**src/rtl/seg_execute_ex_mem_latch.sv**
```systemverilog
// rtl/seg_execute_ex_mem_latch.sv - EX/MEM pipeline latch with flush, stall and retired-instruction counter
module seg_execute_ex_mem_latch #(
    parameter int NB_DATA  = 32,
    parameter int NB_ADDR  = 32,
    parameter int NB_REG   = 5,
    parameter int NB_COUNT = 16
) (
    input  logic                i_clk,
    input  logic                i_rst,
    input  logic                i_valid,
    input  logic                i_stall,
    input  logic                i_flush,
    input  logic [NB_DATA-1:0]  i_ALUOut,
    input  logic                i_zero,
    input  logic [NB_DATA-1:0]  i_data_b,
    input  logic [NB_ADDR-1:0]  i_branch_target,
    input  logic [NB_REG-1:0]   i_rd,
    input  logic [4:0]          i_ctl,
    output logic                o_valid,
    output logic [NB_DATA-1:0]  o_ALUOut,
    output logic [NB_DATA-1:0]  o_data_b,
    output logic [NB_ADDR-1:0]  o_branch_target,
    output logic [NB_REG-1:0]   o_rd,
    output logic                o_RegWrite,
    output logic                o_MemtoReg,
    output logic                o_MemRead,
    output logic                o_MemWrite,
    output logic                o_PCSrc,
    output logic [NB_COUNT-1:0] o_retired
);

    // i_ctl = {RegWrite, MemtoReg, MemRead, MemWrite, Branch}
    logic reg_write_in;
    logic mem_to_reg_in;
    logic mem_read_in;
    logic mem_write_in;
    logic pc_src_in;

    // Bubbles never carry control, so unknown control/zero bits cannot leak.
    always_comb begin
        reg_write_in  = 1'b0;
        mem_to_reg_in = 1'b0;
        mem_read_in   = 1'b0;
        mem_write_in  = 1'b0;
        pc_src_in     = 1'b0;
        if (i_valid) begin
            reg_write_in  = i_ctl[4];
            mem_to_reg_in = i_ctl[3];
            mem_read_in   = i_ctl[2];
            mem_write_in  = i_ctl[1];
            pc_src_in     = i_ctl[0] & i_zero;
        end
    end

    always_ff @(posedge i_clk) begin
        if (i_rst) begin
            o_valid         <= 1'b0;
            o_ALUOut        <= '0;
            o_data_b        <= '0;
            o_branch_target <= '0;
            o_rd            <= '0;
            o_RegWrite      <= 1'b0;
            o_MemtoReg      <= 1'b0;
            o_MemRead       <= 1'b0;
            o_MemWrite      <= 1'b0;
            o_PCSrc         <= 1'b0;
            o_retired       <= '0;
        end else if (i_flush) begin
            // Data fields keep their last values; only the control side becomes a bubble.
            o_valid    <= 1'b0;
            o_RegWrite <= 1'b0;
            o_MemtoReg <= 1'b0;
            o_MemRead  <= 1'b0;
            o_MemWrite <= 1'b0;
            o_PCSrc    <= 1'b0;
        end else if (!i_stall) begin
            o_valid         <= i_valid;
            o_ALUOut        <= i_ALUOut;
            o_data_b        <= i_data_b;
            o_branch_target <= i_branch_target;
            o_rd            <= i_rd;
            o_RegWrite      <= reg_write_in;
            o_MemtoReg      <= mem_to_reg_in;
            o_MemRead       <= mem_read_in;
            o_MemWrite      <= mem_write_in;
            o_PCSrc         <= pc_src_in;
            if (i_valid) begin
                o_retired <= o_retired + 1'b1;
            end
        end
    end

endmodule

```
**config.mk**
```make
export PLATFORM = sky130hd
export DESIGN_NAME = seg_execute_ex_mem_latch
export DESIGN_NICKNAME = d
export VERILOG_FILES = /design/src/rtl/seg_execute_ex_mem_latch.sv
export SDC_FILE = /design/constraint.sdc
export NUM_CORES = 1
export LEC_CHECK = 0
export ABC_AREA = 0
export CAP_MARGIN = 20
export CORE_AREA = 2 2 123 125
export DETAILED_ROUTE_END_ITERATION = 6
export DIE_AREA = 0 0 125 127
export PLACE_DENSITY = 0.68
export SKIP_CTS_REPAIR_TIMING = 1
export SYNTH_ARGS = -nofsm -noshare
export SYNTH_HDL_FRONTEND = slang
export SYNTH_SLANG_ARGS = --single-unit
```
**constraint.sdc**
```tcl
create_clock -name i_clk -period 4.67 [get_ports i_clk]
set_clock_uncertainty 0.1 [all_clocks]
set_input_delay 0.467 -clock i_clk [delete_from_list [all_inputs] [get_ports i_clk]]
set_output_delay 0.467 -clock i_clk [all_outputs]
set_load 0.1 [all_outputs]
```
==> results of run 1 <==
==> per-layer routing <==
| metal | up-vias | wire length (microns) | track usage [%] |
|---|---|---|---|
| met1 | 1939 | 5480 | 18.8 |
| li1 | 2214 | - | - |
| met4 | 0 | 244 | 6.93 |
| met2 | 139 | 6230 | 26.0 |
| met3 | 15 | 1070 | 6.78 |
| met5 | - | 0 | 0 |
==> worst reg2reg max path: stages (launching register included) <==
cell and delay (ns):
dfxtp_1 0.53, nand4bb_1 0.38, nor2_2 0.25, or4b_1 0.44
a21oi_1 0.15
==> worst paths after layout <==
check	slack, ns	depth (start not counted)	to
worst min register to register	0.35	2	o_branch_target[28]
worst max register to register	2.73	4	o_retired[15]
worst max-delay path	1.97	1	o_retired[2]
worst min-delay path	0.35	2	o_branch_target[28]
==> power groups by stage <==
stage / sequential [mW] / clock (mW) / combinational [mW]
3_5_place_dp: 1.13 / 0 / 0.583
6_report: 1.11 / 1.16 / 0.579
4_1_cts: 1.11 / 1.18 / 0.584
5_1_grt: 1.12 / 1.25 / 0.606
2_1_floorplan: 1.43 / 0 / 0.0879
3_3_place_gp: 1.13 / 0 / 0.581
==> layout make-up <==
cell class | count | area (sq um)
inverters | 1 | 3.75
clock inverters | 5 | 50.0
well taps | 184 | 230
flip-flops and latches | 123 | 2460
multi-input cells | 382 | 1770
fillers | 1425 | 7070
repair buffers | 239 | 2380
clock buffers | 20 | 457
==> per-stage QoR <==
| step | std cells | instance area (sq um) | worst slack, ns | hold WS (ns) |
|---|---|---|---|---|
| 2_1_floorplan | 546 | 4400 | 2.30 | 0.503 |
| 3_3_place_gp | 929 | 6840 | 1.97 | 0.340 |
| 3_5_place_dp | 929 | 6840 | 1.92 | 0.346 |
| 4_1_cts | 954 | 7350 | 1.94 | 0.352 |
| 5_1_grt | 954 | 7350 | 1.88 | 0.365 |
| 6_report | 954 | 7350 | 1.97 | 0.350 |
==> sequential cells by signal, summed over array words and instances (netlist names) <==
| register | count |
|---|---|
| o_ALUOut | 32 |
| o_branch_target | 32 |
| o_data_b | 32 |
| o_retired | 16 |
| o_rd | 5 |
| o_MemRead | 1 |
| o_MemWrite | 1 |
| o_MemtoReg | 1 |
| o_PCSrc | 1 |
| o_RegWrite | 1 |
| o_valid | 1 |
==> cell usage after synthesis, drive strengths merged, types with 3 or more instances <==
cell type and instances:
nand3 5, nand4 4, and3 3, a22oi 4
a21oi 108, dfxtp 123, clkbuf 23, buf 17
nor2 18, xnor2 5, nand2 209, xor2 5
==> logic make-up after synthesis <==
family	synth area share, %
AND/OR/NAND/NOR	23.7
flip-flops	56.0
AO/OA/AOI/OAI	14.0
buffers and inverters	4.04
adder cells (fa/ha/maj)	0.284
XOR/XNOR	1.99
==> summary.txt, run 1 <==
status - finished clean
fin nets - 877
Core Box Area - 14400 sq um
Area Overhead vs Synth - 67.1%
Slew @ Worst Pin - 1.03 ns
largest net degree at the start of global routing - 78
CP top delay family - buffers and inverters
DRT antenna net count - 0
vias in the first global route - 4083
Max IR drop VDD - 0.202 mV
die footprint - 15900 sq um
Logic pwr share - 20.4%
Reg clk slew, reported paths - 0.05 ns
drt pass-1 iters - 4
Synth Flop Type - dfxtp_1
Worst Path Class, Setup - register to primary output
first-pass GRT wire length - 20500 microns
clk sink count - 123
Setup violations, final - 0
top cell type's share of synthesized area - 56.0%
net switching fraction of the power - 29.7%
Cell Int Power - 2.00 mW
crit-path cells - clkdlybuf4s50_1
latest clock arrival within the worst-skew pair - 0.40 ns
CTS buffer count - 17
GRT Total Usage - 16.1%
beginning of the critical path - o_retired[2]
Syn Inst Count - 546
Total Routed Length - 13000 microns
initial antenna violation count - 0
synth top area cells - dfxtp_1 (56%), nand2_1 (18%), a21oi_1 (12%)
Slew headroom - 31.2%
Synth Area per Inst - 8.06 sq um
dpl hpwl - 8960 microns
total congestion overflow - 0
Final Critical Period - 2.70 ns
hold_sp - o_branch_target[28]
Tightest Hold Check Type - register to register
CP max stage delay - 1.21 ns
Hold Fails Final Rpt - 0
CTS tree - built
Post-synth ARST share - 0%
Synth cell types - 32
worst reg2reg path startpoint - o_retired[2]
chip height - 127 microns
register area share after synthesis - 56.0%
CP max stage cell - clkdlybuf4s50_1
WP data required - 4.10 ns
mapped cell area - 4400 sq um
Setup TNS - 0 ns
fin. max-slew vios - 0
via count - 4307
Sequential Power Share - 39.1%
RSZ-0062 raised after global routing - no
initial core utilization - 30.5%
row count - 44
most frequent cells in the layout - clkdlybuf4s50_1 (233), nand2_1 (209), dfxtp_1 (123)
switching power - 0.846 mW
top-level I/O count - 235
H-tree levels - 4
EDFF count, synth - 0
Clock Power Share - 40.6%
Final Wtd Congestion - 0.770
synth warn - 0
PortBufs - 234
layout cells sized above 1 - 4.81%
CP Capture Type - primary output
Via density - 4.51
die extent in x - 125 microns
Yosys reg bits - 123
number of DRC markers in iteration 0 - 220
average wire per standard cell - 13.6 microns
Buf+Inv Stages, Crit Path - 1
DRC Markers - 0
Crit Path Max Fanout - 9
Fmax - 0.370 GHz
Worst Path Arrival - 2.14 ns
Core Util, Final - 51.0%
most common cell after layout, fill and taps aside - clkdlybuf4s50_1
Pleak - 2.63 nW
Clock Tree Buf Depth - 2
Power per Cell Area - 387 nW/um^2
overall power - 2.85 mW
crit share post-route - 57.9%
n_diodes - 0
root buffer cell - clkbuf_16
leading area contributor after synthesis - dfxtp_1
Net Count, Synth - 659
Critical Path Start Type - register
max-cap violations - 0
No activity file was read; power rests on OpenSTA's default activity.
==> run 2: changes to the inputs <==
==> constraint.sdc (replaced) <==
create_clock -name i_clk -period 2.74 [get_ports i_clk]
set_clock_uncertainty 0.1 [all_clocks]
set_input_delay 0.274 -clock i_clk [delete_from_list [all_inputs] [get_ports i_clk]]
set_output_delay 0.274 -clock i_clk [all_outputs]
set_load 0.1 [all_outputs]
==> run 2 against run 1 <==
  * Cell count up 0.84%
  * Design area shrank 2.2%
  * Non-clock buffer count grew 3
  * Via count up 2.2%
  * Core utilization down 1.1 points
  * Highest routed layer unchanged
  * Global-route usage increased by 0.45 points
  * Setup slack got worse by 1.1 ns
  * Clock power grew 95%
  * Register-to-register slack worse by 1.7 ns
==> summary.txt, run 2 (synthesized netlist as in run 1, its figures left out) <==
Core Util, Final - 49.8% (was 51.0%)
Core Box Area - 14400 sq um (unchanged)
drt pass-1 iters - 4 (unchanged)
Slew @ Worst Pin - 0.564 ns (was 1.03 ns)
first-pass GRT wire length - 21000 microns (was 20500 microns)
via count - 4401 (was 4307)
Post-Layout Inst Area - 7190 sq um (was 7350 sq um)
Final Critical Period - 1.87 ns
vias in the first global route - 4172 (was 4083)
Register Area - 2460 sq um (unchanged)
Slew headroom - 62.4% (was 31.2%)
die footprint - 15900 sq um (unchanged)
clk sink count - 123 (unchanged)
Power per Cell Area - 714 nW/um^2 (was 387 nW/um^2)
DRT antenna net count - 0 (unchanged)
H-tree levels - 4 (unchanged)
top-level I/O count - 235 (unchanged)
largest net degree at the start of global routing - 60 (was 78)
Worst Path Class, Setup - input pin to register (was register to primary output)
post-route insts no fill - 962 (was 954)
Crit Path Max Fanout - 8 (was 9)
max-cap violations - 0 (unchanged)
Largest regs - o_ALUOut x32, o_branch_target x32, o_data_b x32 (unchanged)
reg2reg path depth - 4 (unchanged)
Tightest Hold Check Type - input pin to register (was register to register)
dpl hpwl - 8990 microns (was 8960 microns)
chip height - 127 microns (unchanged)
status - finished clean (unchanged)
layout cells sized above 1 - 21.3% (was 4.81%)
Via density - 4.57 (was 4.51)
GRT Total Usage - 16.6% (was 16.1%)
Pleak - 2.92 nW (was 2.63 nW)
CP Capture Type - register (was primary output)
PortBufs - 234 (unchanged)
fin. max-slew vios - 0 (unchanged)
n_diodes - 0 (unchanged)
Hold Slack - 0.245 ns (was 0.350 ns)
placed insts - 932 (was 929)
most frequent cells in the layout - nand2_1 (209), buf_4 (129), dfxtp_1 (123) (was clkdlybuf4s50_1 (233), nand2_1 (209), dfxtp_1 (123))
CTS tree - built (unchanged)
average wire per standard cell - 13.7 microns (was 13.6 microns)
WHS Path Cells - 2 (unchanged)
initial antenna violation count - 0 (unchanged)
RSZ-0062 raised after global routing - no (unchanged)
row count - 44 (unchanged)
Post-DP Area - 6600 sq um (was 6840 sq um)
Worst Path Arrival - 2.10 ns (was 2.14 ns)
most common cell after layout, fill and taps aside - nand2_1 (was clkdlybuf4s50_1)
Area Overhead vs Synth - 63.4% (was 67.1%)
root buffer cell - clkbuf_16 (unchanged)
initial core utilization - 30.5% (unchanged)
Fmax - 0.536 GHz
WP data required - 2.98 ns (was 4.10 ns)
number of DRC markers in iteration 0 - 202 (was 220)
CTS buffer count - 17 (unchanged)
Max IR drop VDD - 0.331 mV (was 0.202 mV)
crit share post-route - 68.1%
reg-to-reg setup timing slack - 1.00 ns (was 2.73 ns)
Final Wtd Congestion - 0.763 (was 0.770)
DRC Markers - 0 (unchanged)
Hold Fails Final Rpt - 0 (unchanged)
Total Routed Length - 13200 microns (was 13000 microns)
latest clock arrival within the worst-skew pair - 0.41 ns (was 0.40 ns)
die extent in x - 125 microns (unchanged)
Multi-input gate area - 1770 sq um (unchanged)
Clock Tree Buf Depth - 2 (unchanged)
total congestion overflow - 0 (unchanged)
Reg clk slew, reported paths - 0.05 ns (about the same)
fin nets - 880 (was 877)
Setup violations, final - 0 (unchanged)
Critical Path Start Type - input pin (was register)
Setup TNS - 0 ns (unchanged)
fill count - 1431 (was 1425)
## run 2: cell types whose count changed in the layout (fill, tap and decap cells not counted)
cell,delta
clkbuf_8,+1
buf_4,+123
clkinv_2,-2
bufinv_16,+2
clkbuf_1,+2
clkinvlp_4,+2
clkdlybuf4s50_1,-123
buf_12,+3
## run 2: path summary, 6_finish.rpt
kind                 from             to
max               i_flush  o_retired[15]
min                 i_rst   o_data_b[19]
max reg2reg  o_retired[2]  o_retired[15]
min reg2reg  o_ALUOut[17]   o_ALUOut[17]
## run 2: stage by stage
step           total power, mW  worst slack [ns]
6_report                  5.13             0.873
5_1_grt                   5.33             0.760
4_1_cts                   5.19             0.882
3_3_place_gp              2.91             0.531
2_1_floorplan             2.59             0.373
3_5_place_dp              2.91             0.458
## run 2: final cells by class
class	instances	area share, %
Tap cell	184	3.20
Clock inverter	7	1.60
Sequential cell	123	34.3
Clock buffer	23	6.65
Timing Repair Buffer	242	29.6
Inverter	1	0.0522
Multi-Input combinational cell	382	24.6
## run 2: power breakdown
group,internal (mW),total (mW),switching (mW)
logic,0.283,0.973,0.690
clock network,1.49,2.26,0.771
registers,1.86,1.90,0.0352
total,3.63,5.13,1.50
## run 2: routing by layer
| metal | part of all wire [%] | wire, microns | global-route usage [%] | vias to the layer above |
|---|---|---|---|---|
| li1 | - | - | - | 2228 |
| met2 | 47 | 6210 | 26.5 | 156 |
| met5 | 0 | 0 | 0 | - |
| met4 | 2.9 | 387 | 8.04 | 0 |
| met1 | 42 | 5580 | 19.5 | 1992 |
| met3 | 7.8 | 1030 | 6.49 | 25 |
## run 2: critical path, stage by stage
cell             delay (ns)
clkdlybuf4s50_1        0.50
nand4bb_1              0.46
nor2_2                 0.27
or4b_1                 0.45
a21oi_1                0.15
